==> config.mk <==
export PLATFORM = sky130hd
export DESIGN_NAME = fetch_stage
export DESIGN_NICKNAME = d
export VERILOG_FILES = /design/src/rtl/rv_pkg.sv /design/src/rtl/fetch_fifo.sv /design/src/rtl/fetch_stage.sv
export SDC_FILE = /design/constraint.sdc
export NUM_CORES = 1
export LEC_CHECK = 0
export CAP_MARGIN = 15
export CORE_MARGIN = 1.5
export CORE_UTILIZATION = 50
export DETAILED_ROUTE_END_ITERATION = 10
export PLACE_DENSITY = 0.88
export SLEW_MARGIN = 20
export SYNTH_ARGS = -nofsm -noshare
export SYNTH_HDL_FRONTEND = slang
export SYNTH_SLANG_ARGS = --single-unit
==> constraint.sdc <==
create_clock -name clk -period 5 [get_ports clk]
set_input_delay 0.5 -clock clk [delete_from_list [all_inputs] [get_ports clk]]
set_output_delay 0.5 -clock clk [all_outputs]
set_load 0.05 [all_outputs]
==> src/rtl/rv_pkg.sv <==
// Shared constants for the RV32I pipeline slice.
// Holds the default datapath width, reset PC, NOP encoding and fetch
// buffer depth used by fetch_stage and fetch_fifo.
package rv_pkg;

  localparam int unsigned RV_XLEN       = 32;
  localparam int unsigned RV_INSTR_W    = 32;
  localparam logic [31:0] RV_RESET_PC   = 32'h0000_0000;
  localparam int unsigned RV_FIFO_DEPTH = 2;
  // addi x0, x0, 0
  localparam logic [31:0] RV_NOP_INSTR  = 32'h0000_0013;

endpackage

==> src/rtl/fetch_fifo.sv <==
// Synchronous FIFO buffering instruction-memory responses for the IF stage.
// Ports:
//   clk, rst_n          clock, asynchronous active-low reset
//   clear_i             synchronous flush of all entries (wins over push)
//   push_i, data_i      write one word
//   pop_i               drop the head word
//   data_o              head word (valid when !empty_o)
//   count_o             number of held entries, 0..DEPTH
//   empty_o, full_o     occupancy flags
module fetch_fifo
  import rv_pkg::*;
#(
  parameter int unsigned WIDTH = RV_INSTR_W,
  parameter int unsigned DEPTH = RV_FIFO_DEPTH
) (
  input  logic                       clk,
  input  logic                       rst_n,
  input  logic                       clear_i,
  input  logic                       push_i,
  input  logic [WIDTH-1:0]           data_i,
  input  logic                       pop_i,
  output logic [WIDTH-1:0]           data_o,
  output logic [$clog2(DEPTH+1)-1:0] count_o,
  output logic                       empty_o,
  output logic                       full_o
);

  localparam int unsigned PTR_W = $clog2(DEPTH);
  localparam int unsigned CNT_W = $clog2(DEPTH + 1);

  logic [WIDTH-1:0] mem_q [DEPTH];
  logic [PTR_W-1:0] rptr_q, rptr_d;
  logic [PTR_W-1:0] wptr_q, wptr_d;
  logic [CNT_W-1:0] count_q, count_d;
  logic             do_push, do_pop;

  assign empty_o = (count_q == '0);
  assign full_o  = (count_q == CNT_W'(DEPTH));
  assign data_o  = mem_q[rptr_q];
  assign count_o = count_q;

  // A full FIFO still accepts a write when the head leaves in the same cycle.
  assign do_pop  = pop_i && !empty_o && !clear_i;
  assign do_push = push_i && (!full_o || do_pop) && !clear_i;

  always_comb begin
    rptr_d  = rptr_q;
    wptr_d  = wptr_q;
    count_d = count_q;
    if (clear_i) begin
      rptr_d  = '0;
      wptr_d  = '0;
      count_d = '0;
    end else begin
      if (do_push) wptr_d = wptr_q + PTR_W'(1);
      if (do_pop)  rptr_d = rptr_q + PTR_W'(1);
      count_d = count_q + CNT_W'(do_push) - CNT_W'(do_pop);
    end
  end

  always_ff @(posedge clk or negedge rst_n) begin
    if (!rst_n) begin
      rptr_q  <= '0;
      wptr_q  <= '0;
      count_q <= '0;
    end else begin
      rptr_q  <= rptr_d;
      wptr_q  <= wptr_d;
      count_q <= count_d;
    end
  end

  always_ff @(posedge clk) begin
    if (do_push) mem_q[wptr_q] <= data_i;
  end

endmodule

==> src/rtl/fetch_stage.sv <==
// IF stage of the 5-stage RV32I pipeline.
// Owns the PC, issues in-order requests on a valid/ready instruction-memory
// port, buffers responses in fetch_fifo and drives the IF/ID register.
// Ports:
//   clk, rst                   clock, asynchronous active-low reset
//   imem_req_valid/ready/addr  request channel (addr word aligned)
//   imem_rsp_valid/data        in-order response channel, never stalled
//   stall_d                    hold IF/ID (hazard unit)
//   pcsrc_e, pctarget_e        redirect from execute, flushes IF/ID
//   valid_d, instr_d, pc_d, pcplus4_d   IF/ID register
module fetch_stage
  import rv_pkg::*;
#(
  parameter int unsigned     XLEN       = RV_XLEN,
  parameter logic [XLEN-1:0] RESET_PC   = XLEN'(RV_RESET_PC),
  parameter int unsigned     FIFO_DEPTH = RV_FIFO_DEPTH,
  parameter logic [31:0]     NOP_INSTR  = RV_NOP_INSTR
) (
  input  logic            clk,
  input  logic            rst,
  output logic            imem_req_valid,
  input  logic            imem_req_ready,
  output logic [XLEN-1:0] imem_req_addr,
  input  logic            imem_rsp_valid,
  input  logic [31:0]     imem_rsp_data,
  input  logic            stall_d,
  input  logic            pcsrc_e,
  input  logic [XLEN-1:0] pctarget_e,
  output logic            valid_d,
  output logic [31:0]     instr_d,
  output logic [XLEN-1:0] pc_d,
  output logic [XLEN-1:0] pcplus4_d
);

  localparam int unsigned     CNT_W   = $clog2(FIFO_DEPTH + 1);
  localparam int unsigned     SUM_W   = CNT_W + 1;
  localparam logic [SUM_W-1:0] DEPTH_S = SUM_W'(FIFO_DEPTH);
  localparam logic [XLEN-1:0] PC_STEP = XLEN'(4);

  logic [XLEN-1:0]  pc_f_q, pc_f_d;
  logic [XLEN-1:0]  deliver_pc_q, deliver_pc_d;
  logic [CNT_W-1:0] outstanding_q, outstanding_d;
  logic [CNT_W-1:0] drop_cnt_q, drop_cnt_d;

  logic             ifid_valid_q, ifid_valid_d;
  logic [31:0]      ifid_instr_q, ifid_instr_d;
  logic [XLEN-1:0]  ifid_pc_q, ifid_pc_d;
  logic [XLEN-1:0]  ifid_pcplus4_q, ifid_pcplus4_d;

  logic             fifo_push, fifo_pop, fifo_clear;
  logic [31:0]      fifo_head;
  logic [CNT_W-1:0] fifo_count;
  logic             fifo_empty, fifo_full;

  logic [SUM_W-1:0] in_flight;
  logic             req_valid, fire, dropping;
  logic [XLEN-1:0]  target_aligned;

  assign target_aligned = pctarget_e & ~XLEN'(3);
  assign dropping       = (drop_cnt_q != '0);

  // Credit: every accepted request owns a FIFO slot until it is consumed;
  // a pop in this cycle frees its slot early so fetch sustains 1/cycle.
  assign fifo_pop   = !pcsrc_e && !stall_d && !fifo_empty;
  assign in_flight  = SUM_W'(outstanding_q) + SUM_W'(fifo_count) - SUM_W'(fifo_pop);
  assign req_valid  = rst && !pcsrc_e && (in_flight < DEPTH_S);
  assign fire       = req_valid && imem_req_ready;
  assign fifo_push  = imem_rsp_valid && !dropping && !pcsrc_e;
  assign fifo_clear = pcsrc_e;

  assign imem_req_valid = req_valid;
  assign imem_req_addr  = pc_f_q;

  fetch_fifo #(
    .WIDTH (32),
    .DEPTH (FIFO_DEPTH)
  ) u_fifo (
    .clk     (clk),
    .rst_n   (rst),
    .clear_i (fifo_clear),
    .push_i  (fifo_push),
    .data_i  (imem_rsp_data),
    .pop_i   (fifo_pop),
    .data_o  (fifo_head),
    .count_o (fifo_count),
    .empty_o (fifo_empty),
    .full_o  (fifo_full)
  );

  // Outstanding count, drop counter and PCs.
  always_comb begin
    outstanding_d = outstanding_q + CNT_W'(fire) - CNT_W'(imem_rsp_valid);
    drop_cnt_d    = drop_cnt_q;
    pc_f_d        = pc_f_q;
    deliver_pc_d  = deliver_pc_q;
    if (pcsrc_e) begin
      // Everything still in flight after this edge belongs to the killed path.
      drop_cnt_d   = outstanding_d;
      pc_f_d       = target_aligned;
      deliver_pc_d = target_aligned;
    end else begin
      if (imem_rsp_valid && dropping) drop_cnt_d = drop_cnt_q - CNT_W'(1);
      if (fire)     pc_f_d       = pc_f_q + PC_STEP;
      if (fifo_pop) deliver_pc_d = deliver_pc_q + PC_STEP;
    end
  end

  // IF/ID register: redirect > stall > normal.
  always_comb begin
    ifid_valid_d   = ifid_valid_q;
    ifid_instr_d   = ifid_instr_q;
    ifid_pc_d      = ifid_pc_q;
    ifid_pcplus4_d = ifid_pcplus4_q;
    if (pcsrc_e) begin
      ifid_valid_d = 1'b0;
      ifid_instr_d = NOP_INSTR;
    end else if (!stall_d) begin
      if (!fifo_empty) begin
        ifid_valid_d   = 1'b1;
        ifid_instr_d   = fifo_head;
        ifid_pc_d      = deliver_pc_q;
        ifid_pcplus4_d = deliver_pc_q + PC_STEP;
      end else begin
        ifid_valid_d = 1'b0;
        ifid_instr_d = NOP_INSTR;
      end
    end
  end

  always_ff @(posedge clk or negedge rst) begin
    if (!rst) begin
      pc_f_q         <= RESET_PC;
      deliver_pc_q   <= RESET_PC;
      outstanding_q  <= '0;
      drop_cnt_q     <= '0;
      ifid_valid_q   <= 1'b0;
      ifid_instr_q   <= NOP_INSTR;
      ifid_pc_q      <= '0;
      ifid_pcplus4_q <= '0;
    end else begin
      pc_f_q         <= pc_f_d;
      deliver_pc_q   <= deliver_pc_d;
      outstanding_q  <= outstanding_d;
      drop_cnt_q     <= drop_cnt_d;
      ifid_valid_q   <= ifid_valid_d;
      ifid_instr_q   <= ifid_instr_d;
      ifid_pc_q      <= ifid_pc_d;
      ifid_pcplus4_q <= ifid_pcplus4_d;
    end
  end

  assign valid_d   = ifid_valid_q;
  assign instr_d   = ifid_instr_q;
  assign pc_d      = ifid_pc_q;
  assign pcplus4_d = ifid_pcplus4_q;

  a_no_overflow : assert property (@(posedge clk) disable iff (!rst)
    !(fifo_push && fifo_full && !fifo_pop));
  a_rsp_expected : assert property (@(posedge clk) disable iff (!rst)
    imem_rsp_valid |-> (outstanding_q != '0));

endmodule

==> metrics <==
status completed; global route total overflow 0; clock buffer count from CTS 24; register area share after synthesis between 50% and 60%; largest cells by area after synthesis dfrtp_1 (39%), edfxtp_1 (19%), nand2_1 (7.6%), xor2_1 (3.9%), mux2i_1 (3.3%); P_sw approximately 0.0026 W; later-pin clock latency in the skew report around 0.51 ns; clock share of power between 20 and 30%; first-pass GRT wire length around 40000 um; Pins Over Slew Limit 0; Post-synth EDFFs 64; Residual DRC 0; most area-hungry cell type in the Yosys netlist dfrtp_1; Critical R2R Launch u_fifo.count_o[1]; crit-path max FO 24; CTS tree yes; Area Overhead vs Synth 29.50%; critical path class flip-flop to flip-flop; CP Capture Type flip-flop; internal power between 0.004 and 0.005 W; count of buffers from port buffering 191; Core Box Area slightly below 20000 um^2; area share of the largest cell type after synthesis approximately 39%; Global Route Usage Sum 25.09%; Synth Area per Inst between 10 and 15 um^2; Pwr Density between 500 and 600 nW/um^2; htree depth 1; total number of vias approximately 7800; sw frac a little under two fifths; synth unique cells just under 60; site row count between 50 and 60; initial antenna violation count 0; Cells after Synth between 900 and 1000; Worst Hold Class input port to async pin; max cap viols 0; die area 20940 um^2; Worst Hold Slack roughly 0.44 ns; CTS root buffer clkbuf_16; clock-pin slew on the worst setup and hold paths ~0.06 ns; Final #Nets roughly 1200; Synth Register Bits 225; largest net degree at the start of global routing 106; VDD IR max roughly 440 uV; ys flop type dfrtp_1; io pins 200; combinational power share between 30% and 40%; Max Root-Sink Buffers 3; Worst Path Required 5.43 ns; endpoints failing setup 0; vias per cell around 5.6; number of global-route vias before repair ~7600; Starting Density 51.25%; Layout Skew 0.01194 ns; Pleak between 5 and 6 nW; Final Cycle Share 77.83%; setup tns final 0 ns; top cells by count, synth nand2_1 (203), dfrtp_1 (158), edfxtp_1 (64), o21ai_0 (64), xor2_1 (45); part of the power in registers a little under two fifths; # resized after CTS 0; RSZ-0062 raised after global routing no; Die Wd approximately 140 um; Arrival @ worst endpoint 4.32 ns; Post-Syn Area ~10000 um^2; FFs w/ async S/R, synth between 70% and 80%; CP Launch Type flip-flop; layout cell share with drive strength beyond 1 about 7.7%; Post-Route WL approximately 26000 um; Avg WL per Cell between 15 and 20 um; final hold violation count 0; Slew headroom about a third; post-layout min period ~3.9 ns; 1st-pass router iterations 5; # diodes 0; CTS Sinks about 230; Final ANT Viol Nets 0; f_max approximately 260 MHz; HPWL Detailed ~18000 um; most common cell in the netlist nand2_1; worst-margin pin slew 1.022 ns; postcts setup bufs 0; Die Y around 140 um; initial drt markers ~700; synth warn 0; routability cong. around 0.89; crit path from u_fifo.count_o[1]
## cell type report
| type | instances | area, um^2 |
|---|---|---|
| well taps | 265 | 331.6 |
| flip-flops and latches | 225 | 5956 |
| repair buffers | 202 | 2003 |
| clock buffers | 34 | 709.4 |
| inverters | 15 | 56.30 |
| multi-input cells | 632 | 3795 |
| clock inverters | 9 | 150.1 |
| fillers | 1430 | 6589 |
## registers in the layout, summed over array words and instances (netlist names)
signal and count:
valid_d 1, u_fifo.count_o 2, outstanding_q 2, instr_d 32, u_fifo.wptr_q 1, drop_cnt_q 2
u_fifo.mem_q 64, pc_d 30, imem_req_addr 30, pcplus4_d 30, u_fifo.rptr_q 1, deliver_pc_q 30
## critical path, stage by stage (launching register included)
cell	delay, ns
dfrtp_1	0.42
inv_1	0.10
a21oi_2	0.47
nand2_4	0.07
inv_1	0.07
ha_1	0.21
nand2b_1	0.16
fa_1	0.38
xnor2_1	0.29
nor2_2	0.07
buf_4	0.20
inv_2	0.36
ha_1	0.32
inv_1	0.05
ha_1	0.15
xnor2_1	0.14
xnor2_1	0.16
nand2_1	0.08
o21ai_0	0.10
## placed cells by master, fill, tap and decap left out, types with 16 or more instances in the layout
cell type,Yosys,final
nand2_1,203,202
clkdlybuf4s50_1,0,188
dfrtp_1,158,157
o21ai_0,64,64
edfxtp_1,64,64
xor2_1,45,45
nand3_1,40,40
nor2_1,34,33
mux2i_1,33,33
xnor2_1,27,27
clkbuf_16,0,25
nand4_1,23,23
a21oi_1,18,18
o21ai_1,16,16
## path summary, 6_finish.rpt
check | to | slack, ns | cells after the start
max in group asynchronous | u_fifo.rptr_q | 3.36 | 3
worst max register to register | drop_cnt_q[1] | 1.11 | 18
worst min register to register | pc_d[18] | 0.47 | 2
worst min-delay path | imem_req_addr[22] | 0.44 | 2
min in group clk | pc_d[18] | 0.47 | 2
worst max-delay path | drop_cnt_q[1] | 1.11 | 18
## metrics by stage
stage	power (W)	setup slack [ns]	instance area, um^2	std cells	util, %
6_report	0.006870	1.109	13000	1382	66.37
5_1_grt	0.007164	0.7858	13000	1382	66.37
4_1_cts	0.006909	1.137	13000	1382	66.37
3_5_place_dp	0.004998	0.6670	12130	1338	61.93
3_3_place_gp	0.004931	0.7863	12130	1338	61.93
2_1_floorplan	0.004099	0.9818	10060	930	-
## metal layers
layer,vias up,routed length (um),track usage (%)
met1,3779,9837,32.08
met4,0,1086,10.95
met5,-,0,0
li1,3568,-,-
met3,73,1781,4.475
met2,343,13120,42.11
## what timing repair did
item / CTS / global route
hold buffers: 1 / 0
endpoints found under the hold margin: 29 / 0
setup endpoints to repair: 0 / 0
## kinds of logic (layout without fill, tap and decap cells)
family | count (synthesis) | count (layout) | share of synthesized area (%)
and+or+nand+nor | 367 | 367 | 17.70
xor gates and xnor gates | 72 | 72 | 6.281
DFF | 225 | 225 | 59.31
other | 1 | 6 | 0.03735
adders and majority gates | 10 | 10 | 1.321
buffers and inverters | 73 | 260 | 3.253
muxes | 40 | 40 | 4.075
AOI/OAI and AO/OA | 137 | 137 | 8.026
## power groups by stage
stage,logic [W],clock network [W],registers (W)
after CTS,0.00241,0.00192,0.00258
after detailed placement,0.00240,0,0.00260
after floorplan,0.000644,0,0.00345
after global routing,0.00255,0.00199,0.00262
after global placement,0.00234,0,0.00259
final,0.00239,0.00190,0.00258
Note: power is estimated with default switching activity, not from simulation.
